<file path="config.mk">
export PLATFORM = sky130hd
export DESIGN_NAME = orb_input_ctrl
export DESIGN_NICKNAME = d
export VERILOG_FILES = /design/src/rtl/orb_input_pkg.sv /design/src/rtl/orb_ps2_key_latch.sv /design/src/rtl/orb_input_ctrl.sv
export SDC_FILE = /design/constraint.sdc
export NUM_CORES = 1
export LEC_CHECK = 0
export ABC_AREA = 0
export ABC_CLOCK_PERIOD_IN_PS = 3150
export BUFFER_PORTS_ARGS = -buffer_cell sky130_fd_sc_hd__buf_2
export CAP_MARGIN = 20
export CELL_PAD_IN_SITES_DETAIL_PLACEMENT = 0
export CELL_PAD_IN_SITES_GLOBAL_PLACEMENT = 2
export CORE_MARGIN = 3
export CORE_UTILIZATION = 29
export DETAILED_ROUTE_END_ITERATION = 10
export GPL_TIMING_DRIVEN = 0
export PLACE_DENSITY = 0.81
export SETUP_SLACK_MARGIN = 0.3
export SLEW_MARGIN = 20
export SYNTH_ARGS = -nofsm -noshare
export SYNTH_HDL_FRONTEND = slang
export SYNTH_HIERARCHICAL = 1
export SYNTH_SLANG_ARGS = --single-unit
</file>
<file path="constraint.sdc">
create_clock -name clk_sys -period 3.15 [get_ports clk_sys]
set_input_delay 0.63 -clock clk_sys [delete_from_list [all_inputs] [get_ports clk_sys]]
set_output_delay 0.63 -clock clk_sys [all_outputs]
set_load 0.02 [all_outputs]
</file>
<file path="src/rtl/orb_input_pkg.sv">
// Shared constants and types for the Orbitron input stage: scan codes,
// joystick/CSJUDLR bit positions and the credit sequencer state.
package orb_input_pkg;

   // Direction keys match on the low byte only; the extended bit is ignored.
   localparam logic [7:0] KEY_UP    = 8'h75;
   localparam logic [7:0] KEY_DOWN  = 8'h72;
   localparam logic [7:0] KEY_LEFT  = 8'h6B;
   localparam logic [7:0] KEY_RIGHT = 8'h74;
   localparam logic [8:0] KEY_SPACE = 9'h029;
   localparam logic [8:0] KEY_CTRL  = 9'h014;
   localparam logic [8:0] KEY_F1    = 9'h005;
   localparam logic [8:0] KEY_F2    = 9'h006;

   localparam int unsigned JOY_R    = 0;
   localparam int unsigned JOY_L    = 1;
   localparam int unsigned JOY_D    = 2;
   localparam int unsigned JOY_U    = 3;
   localparam int unsigned JOY_FIRE = 4;
   localparam int unsigned JOY_S1   = 5;
   localparam int unsigned JOY_S2   = 6;

   localparam int unsigned CS_L     = 0;
   localparam int unsigned CS_R     = 1;
   localparam int unsigned CS_D     = 2;
   localparam int unsigned CS_U     = 3;
   localparam int unsigned CS_FIRE  = 4;
   localparam int unsigned CS_START = 5;
   localparam int unsigned CS_COIN  = 6;

   typedef enum logic [1:0] {IDLE, COIN, GAP, START} seq_state_t;

   typedef struct packed {
      logic up;
      logic down;
      logic left;
      logic right;
      logic fire;
      logic s1;
      logic s2;
   } key_state_t;

endpackage

</file>
<file path="src/rtl/orb_ps2_key_latch.sv">
// PS/2 event detection and held-key latches for the seven mapped keys.
module orb_ps2_key_latch
   import orb_input_pkg::*;
(
   input  logic        clk_i,
   input  logic        rst_ni,
   input  logic [10:0] ps2_key_i,
   input  logic        clear_i,
   output key_state_t  keys_o
);

   logic       tog_q;
   key_state_t keys_q, keys_d;
   logic [8:0] ext_code;
   logic       pressed;

   assign ext_code = ps2_key_i[8:0];
   assign pressed  = ps2_key_i[9];

   always_comb begin
      keys_d = keys_q;
      // A clear wins over an event arriving in the same cycle.
      if (clear_i) begin
         keys_d = '0;
      end else if (ps2_key_i[10] != tog_q) begin
         if (ext_code[7:0] == KEY_UP)    keys_d.up    = pressed;
         if (ext_code[7:0] == KEY_DOWN)  keys_d.down  = pressed;
         if (ext_code[7:0] == KEY_LEFT)  keys_d.left  = pressed;
         if (ext_code[7:0] == KEY_RIGHT) keys_d.right = pressed;
         if (ext_code == KEY_SPACE || ext_code == KEY_CTRL) keys_d.fire = pressed;
         if (ext_code == KEY_F1) keys_d.s1 = pressed;
         if (ext_code == KEY_F2) keys_d.s2 = pressed;
      end
   end

   always_ff @(posedge clk_i or negedge rst_ni) begin
      if (!rst_ni) begin
         tog_q  <= 1'b0;
         keys_q <= '0;
      end else begin
         tog_q  <= ps2_key_i[10];
         keys_q <= keys_d;
      end
   end

   assign keys_o = keys_q;

endmodule

</file>
<file path="src/rtl/orb_input_ctrl.sv">
// Orbitron input stage: merges keyboard and joysticks, remaps for Horz
// orientation and runs the coin-then-start credit sequencer.
module orb_input_ctrl #(
   parameter int unsigned COIN_CYCLES  = 600000,
   parameter int unsigned GAP_CYCLES   = 600000,
   parameter int unsigned START_CYCLES = 1200000,
   parameter int unsigned CW           = 21
) (
   input  logic        clk_sys,
   input  logic        reset_n,
   input  logic [10:0] ps2_key,
   input  logic [15:0] joystick_0,
   input  logic [15:0] joystick_1,
   input  logic        horz,
   input  logic        clear_keys,
   output logic [6:0]  p1_csjudlr,
   output logic [6:0]  p2_csjudlr,
   output logic        seq_busy
);
   import orb_input_pkg::*;

   localparam logic [CW-1:0] COIN_LAST  = CW'(COIN_CYCLES - 1);
   localparam logic [CW-1:0] GAP_LAST   = CW'(GAP_CYCLES - 1);
   localparam logic [CW-1:0] START_LAST = CW'(START_CYCLES - 1);

   key_state_t keys;
   logic [6:0] joy;
   logic       up, down, left, right, fire, s1, s2;
   logic       unused_joy;

   orb_ps2_key_latch u_key_latch (
      .clk_i     (clk_sys),
      .rst_ni    (reset_n),
      .ps2_key_i (ps2_key),
      .clear_i   (clear_keys),
      .keys_o    (keys)
   );

   assign joy        = joystick_0[6:0] | joystick_1[6:0];
   assign unused_joy = ^{joystick_0[15:7], joystick_1[15:7]};

   always_comb begin
      if (horz) begin
         up    = keys.left  | joy[JOY_L];
         down  = keys.right | joy[JOY_R];
         left  = keys.down  | joy[JOY_D];
         right = keys.up    | joy[JOY_U];
      end else begin
         up    = keys.up    | joy[JOY_U];
         down  = keys.down  | joy[JOY_D];
         left  = keys.left  | joy[JOY_L];
         right = keys.right | joy[JOY_R];
      end
      fire = keys.fire | joy[JOY_FIRE];
      s1   = keys.s1   | joy[JOY_S1];
      s2   = keys.s2   | joy[JOY_S2];
   end

   seq_state_t    state_q, state_d;
   logic [CW-1:0] cnt_q, cnt_d;
   logic [1:0]    coins_q, coins_d;
   logic          which2_q, which2_d;
   logic          s1_q, s2_q;
   logic [6:0]    p1_q, p1_d, p2_q, p2_d;
   logic          busy_q;

   always_comb begin
      state_d  = state_q;
      cnt_d    = cnt_q + 1'b1;
      coins_d  = coins_q;
      which2_d = which2_q;
      unique case (state_q)
         IDLE: begin
            cnt_d = '0;
            // Player 2 wins a same-cycle tie.
            if (s2 && !s2_q) begin
               which2_d = 1'b1;
               coins_d  = 2'd2;
               state_d  = COIN;
            end else if (s1 && !s1_q) begin
               which2_d = 1'b0;
               coins_d  = 2'd1;
               state_d  = COIN;
            end
         end
         COIN: begin
            if (cnt_q == COIN_LAST) begin
               cnt_d   = '0;
               coins_d = coins_q - 2'd1;
               state_d = GAP;
            end
         end
         GAP: begin
            if (cnt_q == GAP_LAST) begin
               cnt_d   = '0;
               state_d = (coins_q != 2'd0) ? COIN : START;
            end
         end
         START: begin
            if (cnt_q == START_LAST) begin
               cnt_d   = '0;
               state_d = IDLE;
            end
         end
      endcase
   end

   always_comb begin
      p1_d           = '0;
      p1_d[CS_COIN]  = (state_d == COIN);
      p1_d[CS_START] = (state_d == START) && !which2_d;
      p1_d[CS_FIRE]  = fire;
      p1_d[CS_R]     = right;
      p1_d[CS_L]     = left;
      // Player 2 panel reuses the up/down pair as its two direction bits.
      p2_d           = '0;
      p2_d[CS_START] = (state_d == START) && which2_d;
      p2_d[CS_FIRE]  = fire;
      p2_d[CS_R]     = up;
      p2_d[CS_L]     = down;
   end

   always_ff @(posedge clk_sys or negedge reset_n) begin
      if (!reset_n) begin
         state_q  <= IDLE;
         cnt_q    <= '0;
         coins_q  <= '0;
         which2_q <= 1'b0;
         s1_q     <= 1'b0;
         s2_q     <= 1'b0;
         p1_q     <= '0;
         p2_q     <= '0;
         busy_q   <= 1'b0;
      end else begin
         state_q  <= state_d;
         cnt_q    <= cnt_d;
         coins_q  <= coins_d;
         which2_q <= which2_d;
         s1_q     <= s1;
         s2_q     <= s2;
         p1_q     <= p1_d;
         p2_q     <= p2_d;
         busy_q   <= (state_d != IDLE);
      end
   end

   assign p1_csjudlr = p1_q;
   assign p2_csjudlr = p2_q;
   assign seq_busy   = busy_q;

endmodule

</file>
==> metrics.md <==
| Metric | Value |
|---|---|
| Delay of the slowest critical-path stage | 0.43 ns |
| CTS tree | built |
| Fillers | between 800 and 900 |
| PostCTS Resize Cnt | 0 |
| Reg-to-Reg End | cnt_q[20] |
| Status | finished, final reports clean |
| Post-DP HPWL | between 3 and 4 mm |
| N_diodes | 0 |
| Final core occ | a little over a third |
| Via count | 1,912 |
| Critical setup path kind | reg2reg |
| Dominant cell type by area after synthesis | dfrtp_1 |
| Nets | about 350 |
| Placed Cells | slightly below 400 |
| Detail Route Antenna Nets | 0 |
| CP Capture Point | cnt_q[20] |
| Gr ovfl total | 0 |
| Top FF cell, synth | dfrtp_1 |
| Peak supply drop | roughly 0.16 mV |
| Top-count cell post-synth | dfrtp_1 |
| Worst Path Buf+Inv | 2 |
| RSZ-0062 raised after global routing | false |
| Delay-heaviest family, CP | simple AND/OR/NAND/NOR gates |
| DRC | 0 |
| Clk slew on worst S/H paths | roughly 0.080 ns |
| R2R Setup Slk | just under 0.8 ns |
| Top post-synthesis cells by area | dfrtp_1, nor2_1, mux2i_1, xnor2_1, ha_1 |
| Tightest Pin Transition | between 0.9 and 1 ns |
| Min cycle time layout | between 2 and 2.5 ns |
| Worst-path fanout max | 10 |
| Row cnt | 33 |
| Critical Path Stages | 8 |
| Worst path required time | ~3.3 ns |
| I/O pin count | 62 |
| Longest Clk Path Bufs | 2 |
| Reg2reg path depth | 8 |
| Post-synthesis compound-gate area fraction | 8.14% |
| Die H | between 90 and 100 um |
| Peak Freq | between 0.4 and 0.5 GHz |
| Final worst path period share | approximately three quarters |
| Pwr dens | 362 mW/mm^2 |
| Hold buffers post-CTS | 0 |
| Clk sinks | 45 |
| Post-Synth Simple-Gate Area | between 20% and 30% |
| First-pass GRT wire length | about 9.1 mm |
| Number of synthesized register bits | between 40 and 50 |
| Post-synth top cells | dfrtp_1, nor2_1, inv_1 |
| Main combinational cell family by area after synthesis | simple AND/OR/NAND/NOR gates |
| CP startpoint kind | flip-flop |
| DR iter-0 viols | just under 100 |
| Synth Warn # | 6 |
| Mean Syn Cell Area | about 10 sq um |
| Post-synthesis mux area share | roughly 4.4% |
| CP max stage cell | nor4b_1 |
| First-pass DRT Iterations | 4 |
| Seq/Total Area, Yosys | between 40% and 50% |
| Core Box Area | roughly 0.0083 sq mm |
| Share of layout cells above drive strength 1 | a little over a fifth |
| Total GRT Usage | between 10 and 15% |
| Final Skew | approximately 0.0035 ns |
| Crit path from | cnt_q[0] |
| Post-synth EDFFs | 0 |
| Post-synthesis xor/xnor area fraction | around 7% |
| Gpl congestion | about 0.80 |
| Die width | between 90 and 100 um |
| Max-cap violation count | 0 |
| Hold Violations, Final | 0 |
| Clock root buffer | clkbuf_8 |
| Htree depth | 2 |
| Relative slew slack | 36.8% |
| Hold Crit Class | in2async |
| Vias in the first global route | around 1,900 |
| PortBufs | 37 |
| Cell Area, Synth | between 0.002 and 0.0025 sq mm |
| Leak pwr | approximately 1.3 nW |
| Post-synth top area share | ~45% |
| Reg-to-reg startpoint | cnt_q[0] |
| P&R area growth vs syn | 17.5% |
| Post-Synth Adder-Cell Area | under 10% |
| Routed len/inst | roughly 13 um |
| TritonCTS buffer count | 5 |
| Via density | about 4.7 |
| Post-synthesis cell count | about 250 |
| Yosys cell types | 53 |
| Finished Layout Cells | between 400 and 500 |
| Largest net degree at the start of global routing | 46 |
| Max-slew violations | 0 |
| Critical Path Sink Type | flip-flop |
| Setup TNS | 0 ns |
| WL final | around 5.3 mm |
| Worst-Skew Late Latency | 0.29 ns |
| Initial Utilization | a little under a third |
| Initial antenna violation count | 0 |
| Asr flop ratio synth | 100% |
| Worst path cell trace | ha_1, nor4b_1, and2_0, clkbuf_1, a21boi_0, o21bai_1, buf_2, nor2_1 |
| CP arrival | about 2.6 ns |
| Die Area | a little under 0.01 sq mm |
| Post-CTS Setup Bufs | 0 |
| Final setup viols | 0 |
-- power breakdown --
part | internal, W | total, W | switching [W]
clock | 0.000199 | 0.000391 | 0.000192
sequential | 0.000584 | 0.000587 | 0.00000271
combinational | 0.0000321 | 0.0000816 | 0.0000495
-- placed cells by master (no fill, tap or decap), types with 2 or more instances in the layout --
| cell | count |
|---|---|
| nand4_1 | 11 |
| dfrtp_1 | 45 |
| o31ai_1 | 2 |
| buf_4 | 7 |
| inv_1 | 14 |
| nand3b_1 | 3 |
| a21boi_0 | 4 |
| o21ai_1 | 3 |
| nand4b_1 | 4 |
| o21ai_0 | 2 |
| nor2b_1 | 2 |
| nor3_1 | 13 |
| buf_2 | 38 |
| conb_1 | 5 |
| clkbuf_1 | 3 |
| nor4_1 | 4 |
| nor2_1 | 32 |
| xnor2_1 | 11 |
| a211oi_1 | 3 |
| mux2i_1 | 11 |
| or3_1 | 2 |
| nand2_1 | 8 |
| xor2_1 | 7 |
| nand3_1 | 9 |
| clkbuf_8 | 8 |
| ha_1 | 7 |
| a21oi_1 | 6 |
| nand2b_1 | 5 |
| and3_1 | 4 |
-- cell type report --
type	instances	area [sq um]	share of cell area (%)
sequential	45	1130	38.5
clock inverter	1	5.00	0.171
multi-input combinational	182	1250	42.6
timing repair buffer	37	188	6.42
inverter	14	52.6	1.80
clock buffer	7	96.3	3.29
tap	105	131	4.49
buffer	12	80.1	2.74
-- logic make-up (layout without fill, tap and decap cells) --
family	after synthesis	after routing
other cells	1	5
flops	45	45
simple gates	111	111
fa+ha+maj	7	7
buf+inv	26	71
mux	11	11
compound gates	29	29
xor+xnor	19	19
-- flip-flops by register name (all words and copies together), names as in the netlist, 2 cells and up --
name                flops
cnt_q                  21
u_key_latch/keys_o      7
p1_csjudlr              4
p2_csjudlr              4
coins_q                 2
state_q                 2
-- worst reg2reg max path, stage by stage (launching register included) --
cell      delay (ns)
dfrtp_1         0.40
ha_1            0.30
nor4b_1         0.43
and2_0          0.19
clkbuf_1        0.26
a21boi_0        0.18
o21bai_1        0.18
buf_2           0.26
nor2_1          0.09
-- metal layers --
layer / routed length, um / GRT usage, %
met4: 48 / 2.84
met2: 2530 / 19.1
met5: 0 / 0
met3: 162 / 2.41
met1: 2530 / 15.0
-- through the flow --
step	cell area [sq um]	setup slack (ns)	total power [W]	hold slack, ns
final	2930	0.777	0.00106	0.329
after global routing	2930	0.419	0.00111	0.383
after CTS	2920	0.721	0.00108	0.475
after detailed placement	2820	0.735	0.000682	0.494
after global placement	2820	0.762	0.000681	0.480
after floorplan	2500	1.17	0.000637	0.334
-- worst min-delay path by stage --
stage | startpoint | slack (ns) | cells after the start | to
final | reset_n | 0.33 | 1 | cnt_q[9]
after global routing | reset_n | 0.38 | 1 | cnt_q[9]
after CTS | ps2_key[10] | 0.48 | 1 | u_key_latch/tog_q
after detailed placement | u_key_latch/keys_o[2] | 0.49 | 1 | p2_csjudlr[4]
after global placement | cnt_q[0] | 0.48 | 1 | cnt_q[0]
after floorplan | reset_n | 0.33 | 0 | cnt_q[0]
Power figures use the tool's default switching activity.
